`src/rtl/calc_op_fsm.sv`:
```
// calc_op_fsm: operation controller for the TP3 keypad calculator.
// Collects two decimal operands from keypad strobes and latches an add or
// subtract operator. On "=" it computes the signed result and holds it for
// the display path.
// Optional feature macro: CALC_CHAIN_EN. When it is defined, an add/sub key
// continues from the previous result. Chaining works both from SHOW and from
// ENTER_B once B has at least one digit.
module calc_op_fsm #(
    parameter int DIGITS = 4,
    parameter int W      = 14
) (
    input  logic         clk,
    input  logic         reset,
    input  logic         key_valid,
    input  logic [3:0]   key_code,
    output logic [W-1:0] operand,
    output logic [W-1:0] result,
    output logic         result_neg,
    output logic         result_valid,
    output logic         overflow,
    output logic [1:0]   state
);

    typedef enum logic [1:0] {
        ENTER_A = 2'b00,
        ENTER_B = 2'b01,
        CALC    = 2'b10,
        SHOW    = 2'b11
    } state_t;

    localparam int            CW         = $clog2(DIGITS + 1);
    localparam logic [CW-1:0] DCOUNT_MAX = CW'(DIGITS);
    localparam logic [W+1:0]  MAX_MAG    = (W+2)'(10**DIGITS - 1);

    state_t              st;
    logic signed [W:0]   a_reg;
    logic [W-1:0]        b_reg;
    logic                op;
    logic [CW-1:0]       dcount;
    logic                chain_pend;
    logic                pend_op;

    logic                is_digit;
    logic                is_op;
    logic                is_eq;
    logic                is_clr;
    logic                key_op;
    logic                digit_room;
    logic signed [W:0]   a_next_digit;
    logic [W-1:0]        b_next_digit;
    logic signed [W+1:0] a_ext;
    logic signed [W+1:0] b_ext;
    logic signed [W+1:0] sum;
    logic [W+1:0]        mag;
    logic                sum_ovf;
    logic                chain_go;

    // Key decode; codes 14 and 15 match none of these and fall through as no-ops
    assign is_digit   = key_valid && (key_code <= 4'd9);
    assign is_op      = key_valid && ((key_code == 4'd10) || (key_code == 4'd11));
    assign is_eq      = key_valid && (key_code == 4'd12);
    assign is_clr     = key_valid && (key_code == 4'd13);
    assign key_op     = key_code[0];
    assign digit_room = (dcount < DCOUNT_MAX);

    // Decimal shift-in: x*10 + digit, done as (x<<3)+(x<<1) to avoid a multiplier
    assign a_next_digit = (a_reg <<< 3) + (a_reg <<< 1) + $signed({{(W-3){1'b0}}, key_code});
    assign b_next_digit = (b_reg << 3) + (b_reg << 1) + {{(W-4){1'b0}}, key_code};

    // Signed A +/- unsigned B, two bits wider than the magnitude so it never wraps
    assign a_ext   = {a_reg[W], a_reg};
    assign b_ext   = $signed({2'b00, b_reg});
    assign sum     = op ? (a_ext - b_ext) : (a_ext + b_ext);
    assign mag     = sum[W+1] ? $unsigned(-sum) : $unsigned(sum);
    assign sum_ovf = (mag > MAX_MAG);

    // A pending chain in CALC folds straight back into ENTER_B unless it overflowed
    assign chain_go = chain_pend && !sum_ovf;

    assign state = st;

    // Main controller: state, operand registers and all registered outputs
    always_ff @(posedge clk or posedge reset) begin
        if (reset) begin
            st           <= ENTER_A;
            a_reg        <= '0;
            b_reg        <= '0;
            op           <= 1'b0;
            dcount       <= '0;
            chain_pend   <= 1'b0;
            pend_op      <= 1'b0;
            operand      <= '0;
            result       <= '0;
            result_neg   <= 1'b0;
            result_valid <= 1'b0;
            overflow     <= 1'b0;
        end else if (is_clr && (st != CALC)) begin
            st           <= ENTER_A;
            a_reg        <= '0;
            b_reg        <= '0;
            op           <= 1'b0;
            dcount       <= '0;
            chain_pend   <= 1'b0;
            pend_op      <= 1'b0;
            operand      <= '0;
            result       <= '0;
            result_neg   <= 1'b0;
            result_valid <= 1'b0;
            overflow     <= 1'b0;
        end else begin
            case (st)
                ENTER_A: begin
                    if (is_digit && digit_room) begin
                        a_reg   <= a_next_digit;
                        dcount  <= dcount + 1'b1;
                        operand <= a_next_digit[W-1:0];
                    end else if (is_op) begin
                        op      <= key_op;
                        b_reg   <= '0;
                        dcount  <= '0;
                        operand <= '0;
                        st      <= ENTER_B;
                    end
                end
                ENTER_B: begin
                    if (is_digit && digit_room) begin
                        b_reg   <= b_next_digit;
                        dcount  <= dcount + 1'b1;
                        operand <= b_next_digit;
                    end else if (is_op && (dcount == '0)) begin
                        op <= key_op;
                    end else if (is_op) begin
`ifdef CALC_CHAIN_EN
                        chain_pend <= 1'b1;
                        pend_op    <= key_op;
                        st         <= CALC;
`endif
                    end else if (is_eq) begin
                        st <= CALC;
                    end
                end
                CALC: begin
                    chain_pend <= 1'b0;
                    if (chain_go) begin
                        a_reg   <= sum[W:0];
                        op      <= pend_op;
                        b_reg   <= '0;
                        dcount  <= '0;
                        operand <= '0;
                        st      <= ENTER_B;
                    end else begin
                        result_valid <= 1'b1;
                        st           <= SHOW;
                        if (sum_ovf) begin
                            overflow   <= 1'b1;
                            result     <= '0;
                            result_neg <= 1'b0;
                        end else begin
                            overflow   <= 1'b0;
                            result     <= mag[W-1:0];
                            result_neg <= sum[W+1];
                        end
                    end
                end
                SHOW: begin
                    if (is_digit) begin
                        a_reg        <= $signed({{(W-3){1'b0}}, key_code});
                        dcount       <= CW'(1);
                        operand      <= {{(W-4){1'b0}}, key_code};
                        result_valid <= 1'b0;
                        overflow     <= 1'b0;
                        st           <= ENTER_A;
                    end else if (is_op && !overflow) begin
`ifdef CALC_CHAIN_EN
                        a_reg        <= result_neg ? -$signed({1'b0, result})
                                                   : $signed({1'b0, result});
                        op           <= key_op;
                        b_reg        <= '0;
                        dcount       <= '0;
                        operand      <= '0;
                        result_valid <= 1'b0;
                        overflow     <= 1'b0;
                        st           <= ENTER_B;
`endif
                    end
                end
                default: st <= ENTER_A;
            endcase
        end
    end

endmodule

```
`config.mk`:
```
export PLATFORM = sky130hd
export DESIGN_NAME = calc_op_fsm
export DESIGN_NICKNAME = d
export VERILOG_FILES = /design/src/rtl/calc_op_fsm.sv
export SDC_FILE = /design/constraint.sdc
export NUM_CORES = 1
export LEC_CHECK = 0
export CAP_MARGIN = 20
export CORE_MARGIN = 2
export CORE_UTILIZATION = 55
export DETAILED_ROUTE_END_ITERATION = 12
export PLACE_DENSITY = 0.85
export SYNTH_ARGS = -nofsm -noshare
export SYNTH_HDL_FRONTEND = slang
export SYNTH_SLANG_ARGS = --single-unit
```
`constraint.sdc`:
```
create_clock -name clk -period 7.85 [get_ports clk]
set_input_delay 1.57 -clock clk [delete_from_list [all_inputs] [get_ports clk]]
set_output_delay 1.57 -clock clk [all_outputs]
set_load 0.01 [all_outputs]
```
# Word-level counts from Yosys, hierarchy flattened
# Cells that the tools add are included.
# Widths: inputs -> output; s select.
totals:
  register_bits: 67
  in_bits: 7
  out_inout_bits: 33
  elab_cells: 126
classes:
  n_addsub: 8
  magnitude_cmp: 3
  n_eq_ne: 22
  mux: 59
  reduce_logical: 23
op_table:
  columns: ["operator", "n"]
  rows:
  - ["$mux 14", 12]
  - ["$mux 15", 4]
  - ["$pmux 14 s4", 1]
  - ["$pmux 15 s3", 1]
  - ["$pmux 14 s3", 1]
  - ["$ne 3x3->1 const B", 12]
  - ["$mux 16", 2]
  - ["$mux 1", 18]
  - ["$mux 2", 9]
  - ["$mux 3", 6]
  - ["$add 15x15->16", 1]
  - ["$eq 4x4->1 const B", 4]
  - ["$gt 16x14->1 const B", 1]
  - ["$neg 16->16", 1]
  - ["$sub 15x15->16", 1]
  - ["$add 15x15->15", 1]
  - ["$add 15x5->15", 1]
  - ["$add 14x14->14", 1]
  - ["$add 14x4->14", 1]
  - ["$pmux 3 s4", 1]
  - ["$logic_and 1x1->1", 8]
  - ["$pmux 2 s4", 1]
  - ["$reduce_and 4->1", 2]
  - ["$reduce_bool 4->1", 2]
  - ["other kinds (21)", 23]

# Longest topological paths before layout
# Gate-level depths: netlist of run 1.
logic_depth:
  ltp_word: 10
  depth_mapped: 19
  ltp_nobuf: 17

# Worst setup path after synthesis of run 1
# Ideal clock, no wire load.
synth_path:
  path_type: "input to register"
  startpoint: "input key_code[3]"
  endpoint: "register a_reg[14]"
  setup_ps: 122
  t_arrival_ps: 4136
  t_required_ps: 7728
  slack_ps: 3593
  path_stages: 13
  path_buffers: 0
  cell_sequence: "fa_1 inv_1 fa_1 nor2b_1 o21ai_0 a21boi_0 o21ai_0 a21boi_0 o21ai_0 a21oi_1 o211ai_1 a21o_1 a32o_1"
synth_between:
  elab_chain_cells: 5
  word_cells_on_any_way: 15
  classes_between: "add/sub (1); order compare (1); eq/ne (4); mux (3); reduce/logical (6)"
synth_rtl:
  columns: ["element", "line_no", "rtl"]
  rows:
  - ["from (decl)", "15", "input logic [3:0] key_code,"]
  - ["parallel branches: the longest is 5 deep, another holds $add 15x5->15", null, null]
  - ["to (signal assigned)", "114", "a_reg <= a_next_digit;"]
  - ["to (signal assigned)", "145", "a_reg <= sum[W:0];"]
  - ["to (signal assigned)", "167", "a_reg <= $signed({{(W-3){1'b0}}, key_code});"]
  - ["to (decl)", "36", "logic signed [W:0] a_reg;"]
# Parallel ways; which one is timed is not known. The select of a mux whose other input is x is not followed.
# A chain may end at the register's enable or synchronous reset.

# Worst setup path after layout of run 1
layout_path:
  startpoint: "register b_reg[4]"
  endpoint: "register overflow"
layout_between:
  elab_chain_cells: 9
  word_cells_on_any_way: 14
  classes_between: "add/sub (3); order compare (1); eq/ne (1); mux (6); reduce/logical (3)"
layout_rtl:
  columns: ["element", "line_no", "rtl"]
  rows:
  - ["from (decl)", "37", "logic [W-1:0] b_reg;"]
  - ["from (signal assigned)", "127", "b_reg <= b_next_digit;"]
  - ["$add 15x15->16 or $sub 15x15->16 (tied branches)", "73", "assign sum = op ? (a_ext - b_ext) : (a_ext + b_ext);"]
  - ["$mux 16 *", "73", null]
  - ["$neg 16->16", "74", "assign mag = sum[W+1] ? $unsigned(-sum) : $unsigned(sum);"]
  - ["$mux 16 *", "74", null]
  - ["$gt 16x14->1 *", "75", "assign sum_ovf = (mag > MAX_MAG);"]
  - ["$mux 1 or $logic_not 1->1 (tied branches)", "154, 78", null]
  - ["$mux 1 or $logic_and 1x1->1 (tied branches)", "144, 78", null]
  - ["$pmux 1 s2 or $ne 3x3->1 (tied branches)", null, null]
  - ["$mux 1 or $reduce_and 3->1 (tied branches)", null, null]
  - ["to (signal assigned)", "96", "overflow <= 1'b0;"]
  - ["to (signal assigned)", "155", "overflow <= 1'b1;"]
  - ["to (signal assigned)", "159", "overflow <= 1'b0;"]
  - ["to (decl)", "20", "output logic overflow,"]
# Every way passes the cells marked *; elsewhere a longest branch is shown, timed or not. The select of a mux whose other input is x is not followed.

==> impl_metrics.py, run 1 <==
metrics = {
    "timing": {
        "period_minus_slack_ns": 5.488,
        "rsz0062_at_grt": "no",
        "worst_pin_slew_ns": 1.003,
        "period_share": 0.6991,
        "fmax_mhz": 182.2,
        "finalMaxSlewViolations": 0,
        "tns_ns": 0,
        "whs_ns": 0.4819,
        "relSlewSlack": 0.3266,
        "fin_skew_ns": 0.01406,
        "setup-violations-final": 0,
        "hold_violations": 0,
    },
    "clocking": {
        "hold_buffers": 0,
        "clock_path_buffers": 2,
        "cts.sinks": 66,
        "cts.htree.levels": 3,
        "clkTransAtPathRegs_ns": 0.08,
        "cts_resized": 0,
        "cts_root_buffer": "clkbuf_8",
        "tritoncts": "yes",
        "postCtsSetupBuffers": 0,
        "numCtsBuffers": 9,
        "insertion_delay_ns": 0.36,
    },
    "worst_setup_path": {
        "cpMaxStageDelayCell": "xnor2_1",
        "rr_endpoint": "overflow",
        "critPathBufInv": 0,
        "worstPathArrival_ns": 5.79,
        "path_class": "flip-flop to flip-flop",
        "crit_path_max_incr_delay_ns": 0.80,
        "end_kind": "flip-flop",
        "critPathLaunch": "b_reg[4]",
        "cp_num_cells": 16,
        "reg2reg_setup_slack_ns": 2.36,
        "path_delay_family": "simple AND/OR/NAND/NOR gates",
        "path_cells": "or3_1 > nor3b_1 > and2_1 > a21oi_1 > xnor2_1 > ha_1 > a21oi_1 > nor2b_1 > or4_1 > o22a_1 > xnor2_1 > nor3_1 > o21bai_1 > a22oi_1 > o21ai_2 > a32o_2",
        "crit_fanout": 13,
        "rr_worst_depth": 16,
        "cp-start-kind": "flip-flop",
        "required_ns": 8.15,
        "reg2reg_from": "b_reg[4]",
    },
    "min_path": {
        "min_path_cells": 2,
        "min-delay-start": "result_neg",
        "min_path_type": "flip-flop to flip-flop",
        "min_to": "result_neg",
    },
    "detailed_routing": {
        "drt-wirelength-per-cell_um": 17.83,
        "via_count": 5459,
        "drt_wl_total_um": 15500,
        "ant_nets": 0,
        "drc": 0,
        "drt_iter0_drc": 378,
        "dr.pass1.iters": 5,
        "viasPerCell": 6.282,
    },
    "floorplanning": {
        "ios": 40,
        "core_um2": 10750,
        "num_rows": 38,
        "dieHeight_um": 108.5,
        "start_util": 0.5592,
        "dieArea_um2": 11780,
        "die_w_um": 108.5,
    },
    "synthesis": {
        "synth_cells": 696,
        "synth_nets": 777,
        "synthTopCellsByArea": "dfrtp_1, ha_1, xnor2_1",
        "ys_warn_count": 0,
        "ys_seq_elements": 66,
        "synth_largest_area_cell": "dfrtp_1",
        "synth-edff-count": 0,
        "async_flop_share": 1.000,
        "ys.flop_type": "dfrtp_1",
        "yosys.area.top_type_share": 0.2749,
        "synth_cell_types": 73,
        "synth_area_um2": 6008,
        "yosysSeqAreaShare": 0.2749,
        "avgSynthCellArea_um2": 8.633,
    },
    "finish": {
        "syn2layout_area_growth_pct": 11.64,
        "largest_reg_flops": 15,
        "instances_no_fill": 869,
        "multi_input_area_um2": 4096,
        "seqCellArea_um2": 1652,
        "final_util": 0.6242,
        "n_antenna_cell": 0,
        "fin_nets": 805,
        "fill_cells": 874,
        "final_layout_size_suffix_gt1_frac": 0.06996,
    },
    "global_routing": {
        "antenna_found_initial": 0,
        "grt_remaining_overflow": 0,
        "gr-usage-all-layers": 0.2765,
        "grt_max_degree": 67,
        "first_global_vias": 5398,
        "grt_pass1_wl_um": 25740,
    },
    "placed_design": {
        "dp_hpwl_um": 11670,
        "placed_cells": 853,
        "port_buffers": 39,
        "gp_congestion": 0.9059,
    },
    "run_status": {
        "status": "completed",
    },
    "job": {
        "drv_cap": 0,
    },
}
-- through the flow --
stage,cell area (um^2),worst slack (ns)
global route,6708,1.928
detailed placement,6479,2.367
finish,6708,2.362
floorplan,6008,3.593
CTS,6708,2.359
global placement,6479,2.625
-- Yosys cell counts, types with 3 or more instances --
library cell / instances
o21ai_0: 42
o21a_1: 7
nor2_1: 53
o21ai_2: 12
nor3_1: 19
inv_1: 36
or3_1: 12
dfrtp_1: 66
a21oi_1: 46
nor4_1: 6
nor3b_1: 3
a221oi_1: 3
a21boi_0: 6
and3_1: 7
o41ai_1: 4
or4_1: 3
nand3_1: 12
ha_1: 69
a22o_1: 17
or2_2: 3
fa_1: 5
and2_1: 5
clkbuf_1: 21
buf_6: 3
a21o_1: 10
nand3b_1: 3
xor2_1: 11
o211ai_1: 12
a211oi_1: 5
nand2_1: 71
a32o_1: 4
mux2_2: 4
o21ai_1: 5
xnor2_1: 41
o31ai_1: 13
nand2b_1: 7
a31oi_1: 4
nor2b_1: 4
-- metal layers --
layer  vias up  GRT usage  part of all wire
li1       2608          -                 -
met1      2595     0.3518              0.44
met2       213     0.4719              0.49
met3        43    0.03797             0.047
met4         0     0.1126             0.025
met5         -          0                 0
-- worst max path at each step --
stage | slack [ns] | endpoint
after global placement | 2.62 | overflow
after CTS | 2.36 | overflow
after global routing | 1.93 | overflow
after floorplan | 3.59 | a_reg[14]
after detailed placement | 2.37 | overflow
final | 2.36 | overflow
-- tightest hold or removal path, cell delays in order, from the launching register on --
cell and delay [ns]:
dfrtp_1 0.35, nand2_1 0.06, o21ai_2 0.05
-- cells in the final DEF (no fill, tap or decap), drive strengths merged, types with 17 or more instances in the layout --
master          n
ha             69
o21ai          59
nor2           53
inv            36
clkdlybuf4s50  39
dfrtp          66
xnor2          41
a22o           17
nand2          71
a21oi          46
nor3           19
-- cell type report --
cell class,count,area share
clock buffer,12,0.02313
timing repair buffer,43,0.06267
tap,140,0.02611
clock inverter,4,0.01101
multi-input combinational,568,0.6107
sequential,66,0.2462
inverter,36,0.02015
-- cells by family after synthesis --
family | count (synthesis) | share of synthesized area
xor gates and xnor gates | 53 | 0.08038
and+or+nand+nor | 221 | 0.1814
DFF | 66 | 0.2749
adders and majority gates | 74 | 0.1604
AOI/OAI and AO/OA | 214 | 0.2489
muxes | 6 | 0.01083
buffers and inverters | 62 | 0.04332
Power of run 1 is left out: the tool's default activity adds up to more than one toggle a clock period on the data nets, which glitch-free logic cannot reach.
==> run 2: changes to the inputs <==
==> constraint.sdc (replaced) <==
create_clock -name clk -period 5.7 [get_ports clk]
set_input_delay 1.14 -clock clk [delete_from_list [all_inputs] [get_ports clk]]
set_output_delay 1.14 -clock clk [all_outputs]
set_load 0.01 [all_outputs]
==> run 2 against run 1 <==
  * Cell area down 0.35%
  * Sequential cell count unchanged
  * Highest routed layer unchanged
  * First-iteration DRC count increased by 4.2%
  * Die area unchanged
  * Final cell count unchanged
  * Setup slack got worse by 1.9 ns
  * Clock-buffer cell count is the same
==> impl_metrics.py, run 2 (same netlist as run 1, synthesis figures left out) <==
metrics = {
    "clocking": {
        "insertion_delay_ns": 0.37,
        "clock_path_buffers": 2,
        "hold_buffers": 0,
        "cts_root_buffer": "clkbuf_8",
        "cts.sinks": 66,
        "cts.htree.levels": 3,
        "clkTransAtPathRegs_ns": 0.07,
        "numCtsBuffers": 9,
        "tritoncts": "yes",
    },
    "run_status": {
        "status": "completed",
    },
    "timing": {
        "relSlewSlack": 0.3810,
        "finalMaxSlewViolations": 0,
        "rsz0062_at_grt": "no",
        "tns_ns": 0,
        "hold_violations": 0,
        "worst_pin_slew_ns": 0.9251,
        "fmax_mhz": 189.8,
        "fin_skew_ns": 0.01178,
        "period_minus_slack_ns": 5.268,
        "period_share": 0.9242,
        "setup-violations-final": 0,
    },
    "global_routing": {
        "grt_remaining_overflow": 0,
        "grt_pass1_wl_um": 25250,
        "gr-usage-all-layers": 0.2715,
        "antenna_found_initial": 0,
        "grt_max_degree": 67,
        "first_global_vias": 5289,
    },
    "detailed_routing": {
        "viasPerCell": 6.368,
        "drt_wl_total_um": 15640,
        "drc": 0,
        "dr.pass1.iters": 6,
        "ant_nets": 0,
        "drt_iter0_drc": 394,
        "via_count": 5534,
        "drt-wirelength-per-cell_um": 17.99,
    },
    "finish": {
        "largest_reg_flops": 15,
        "syn2layout_area_growth_pct": 11.25,
        "final_layout_size_suffix_gt1_frac": 0.07133,
        "fin_nets": 806,
        "final_common_cell": "nand2_1",
        "final_cell_mix": "nand2_1, ha_1, dfrtp_1",
        "n_antenna_cell": 0,
    },
    "floorplanning": {
        "core_um2": 10750,
        "num_rows": 38,
        "die_w_um": 108.5,
        "dieHeight_um": 108.5,
        "ios": 40,
        "dieArea_um2": 11780,
        "start_util": 0.5592,
    },
    "job": {
        "drv_cap": 0,
    },
    "worst_setup_path": {
        "worstPathArrival_ns": 5.58,
        "end_kind": "flip-flop",
        "cp-start-kind": "flip-flop",
        "cpMaxStageDelayCell": "o21ai_2",
        "crit_fanout": 13,
        "path_delay_family": "simple AND/OR/NAND/NOR gates",
        "critPathBufInv": 0,
        "path_cells": "or3_1 > nor3b_1 > and2_1 > a21oi_1 > xnor2_1 > ha_1 > a21oi_1 > nor2b_1 > or4_1 > o22a_1 > xor2_2 > or4_1 > o211ai_1 > a22oi_1 > o21ai_2 > a32o_2",
        "crit_path_max_incr_delay_ns": 0.63,
        "required_ns": 6.01,
        "path_class": "flip-flop to flip-flop",
    },
    "min_path": {
        "min_path_type": "flip-flop to flip-flop",
    },
    "placed_design": {
        "gp_congestion": 0.9228,
        "dp_hpwl_um": 11730,
        "port_buffers": 39,
    },
}
-- run 2: cell types whose count changed in the layout (fill, tap and decap cells not counted) --
| cell | delta |
|---|---|
| bufinv_16 | -2 |
| buf_16 | +1 |
| xor2_2 | +1 |
| clkinv_4 | -1 |
| clkinv_2 | +2 |
| xor2_1 | -1 |
-- run 2: final timing paths --
path | start | end | slack [ns] | cells past startpoint
worst max-delay path | b_reg[3] | overflow | 0.43 | 16
worst min-delay path | result[0] | result[0] | 0.48 | 2
worst max register to register | b_reg[3] | overflow | 0.43 | 16
worst min register to register | result[0] | result[0] | 0.48 | 2
max in group asynchronous | reset | a_reg[13] | 3.79 | 3
min in group asynchronous | reset | result_valid | 1.35 | 3
-- run 2: area by class of cell --
class,instances,area (um^2)
clock inverters,3,15.01
clock buffers,12,155.1
repair buffers,44,447.9
flip-flops and latches,66,1652
fillers,914,4061
inverters,36,135.1
multi-input cells,568,4104
well taps,140,175.2
-- run 2: timing repair --
| action | CTS | global route |
|---|---|---|
| setup buffers | 0 | 0 |
| setup endpoints to repair | 0 | 13 |
| resized for setup | 0 | 1 |
-- run 2: routing by layer --
layer  share of wire  vias up  routed length, um  global-route usage
met5               0        -                  0                   0
li1                -     2601                  -                   -
met4           0.026        0                402              0.1044
met2            0.48      201               7570              0.4487
met1            0.43     2688               6692              0.3517
met3           0.062       44                970             0.05124
-- run 2: stage by stage --
| stage | cells | setup WS [ns] | hold WS, ns | instance area [um^2] | util |
|---|---|---|---|---|---|
| 2_1_floorplan | 696 | 1.448 | 0.4793 | 6008 | - |
| 3_3_place_gp | 853 | 0.5847 | 0.4633 | 6479 | 0.6029 |
| 3_5_place_dp | 853 | 0.3738 | 0.4670 | 6479 | 0.6029 |
| 4_1_cts | 868 | 0.3556 | 0.4865 | 6649 | 0.6188 |
| 5_1_grt | 869 | 0.06010 | 0.5051 | 6684 | 0.6220 |
| 6_report | 869 | 0.4321 | 0.4824 | 6684 | 0.6220 |
-- run 2: tightest hold or removal path, stage by stage, from the launching register on --
cell	delay, ns
dfrtp_1	0.34
nand2_1	0.06
o21ai_2	0.05
Power of run 2 is left out for the same reason.
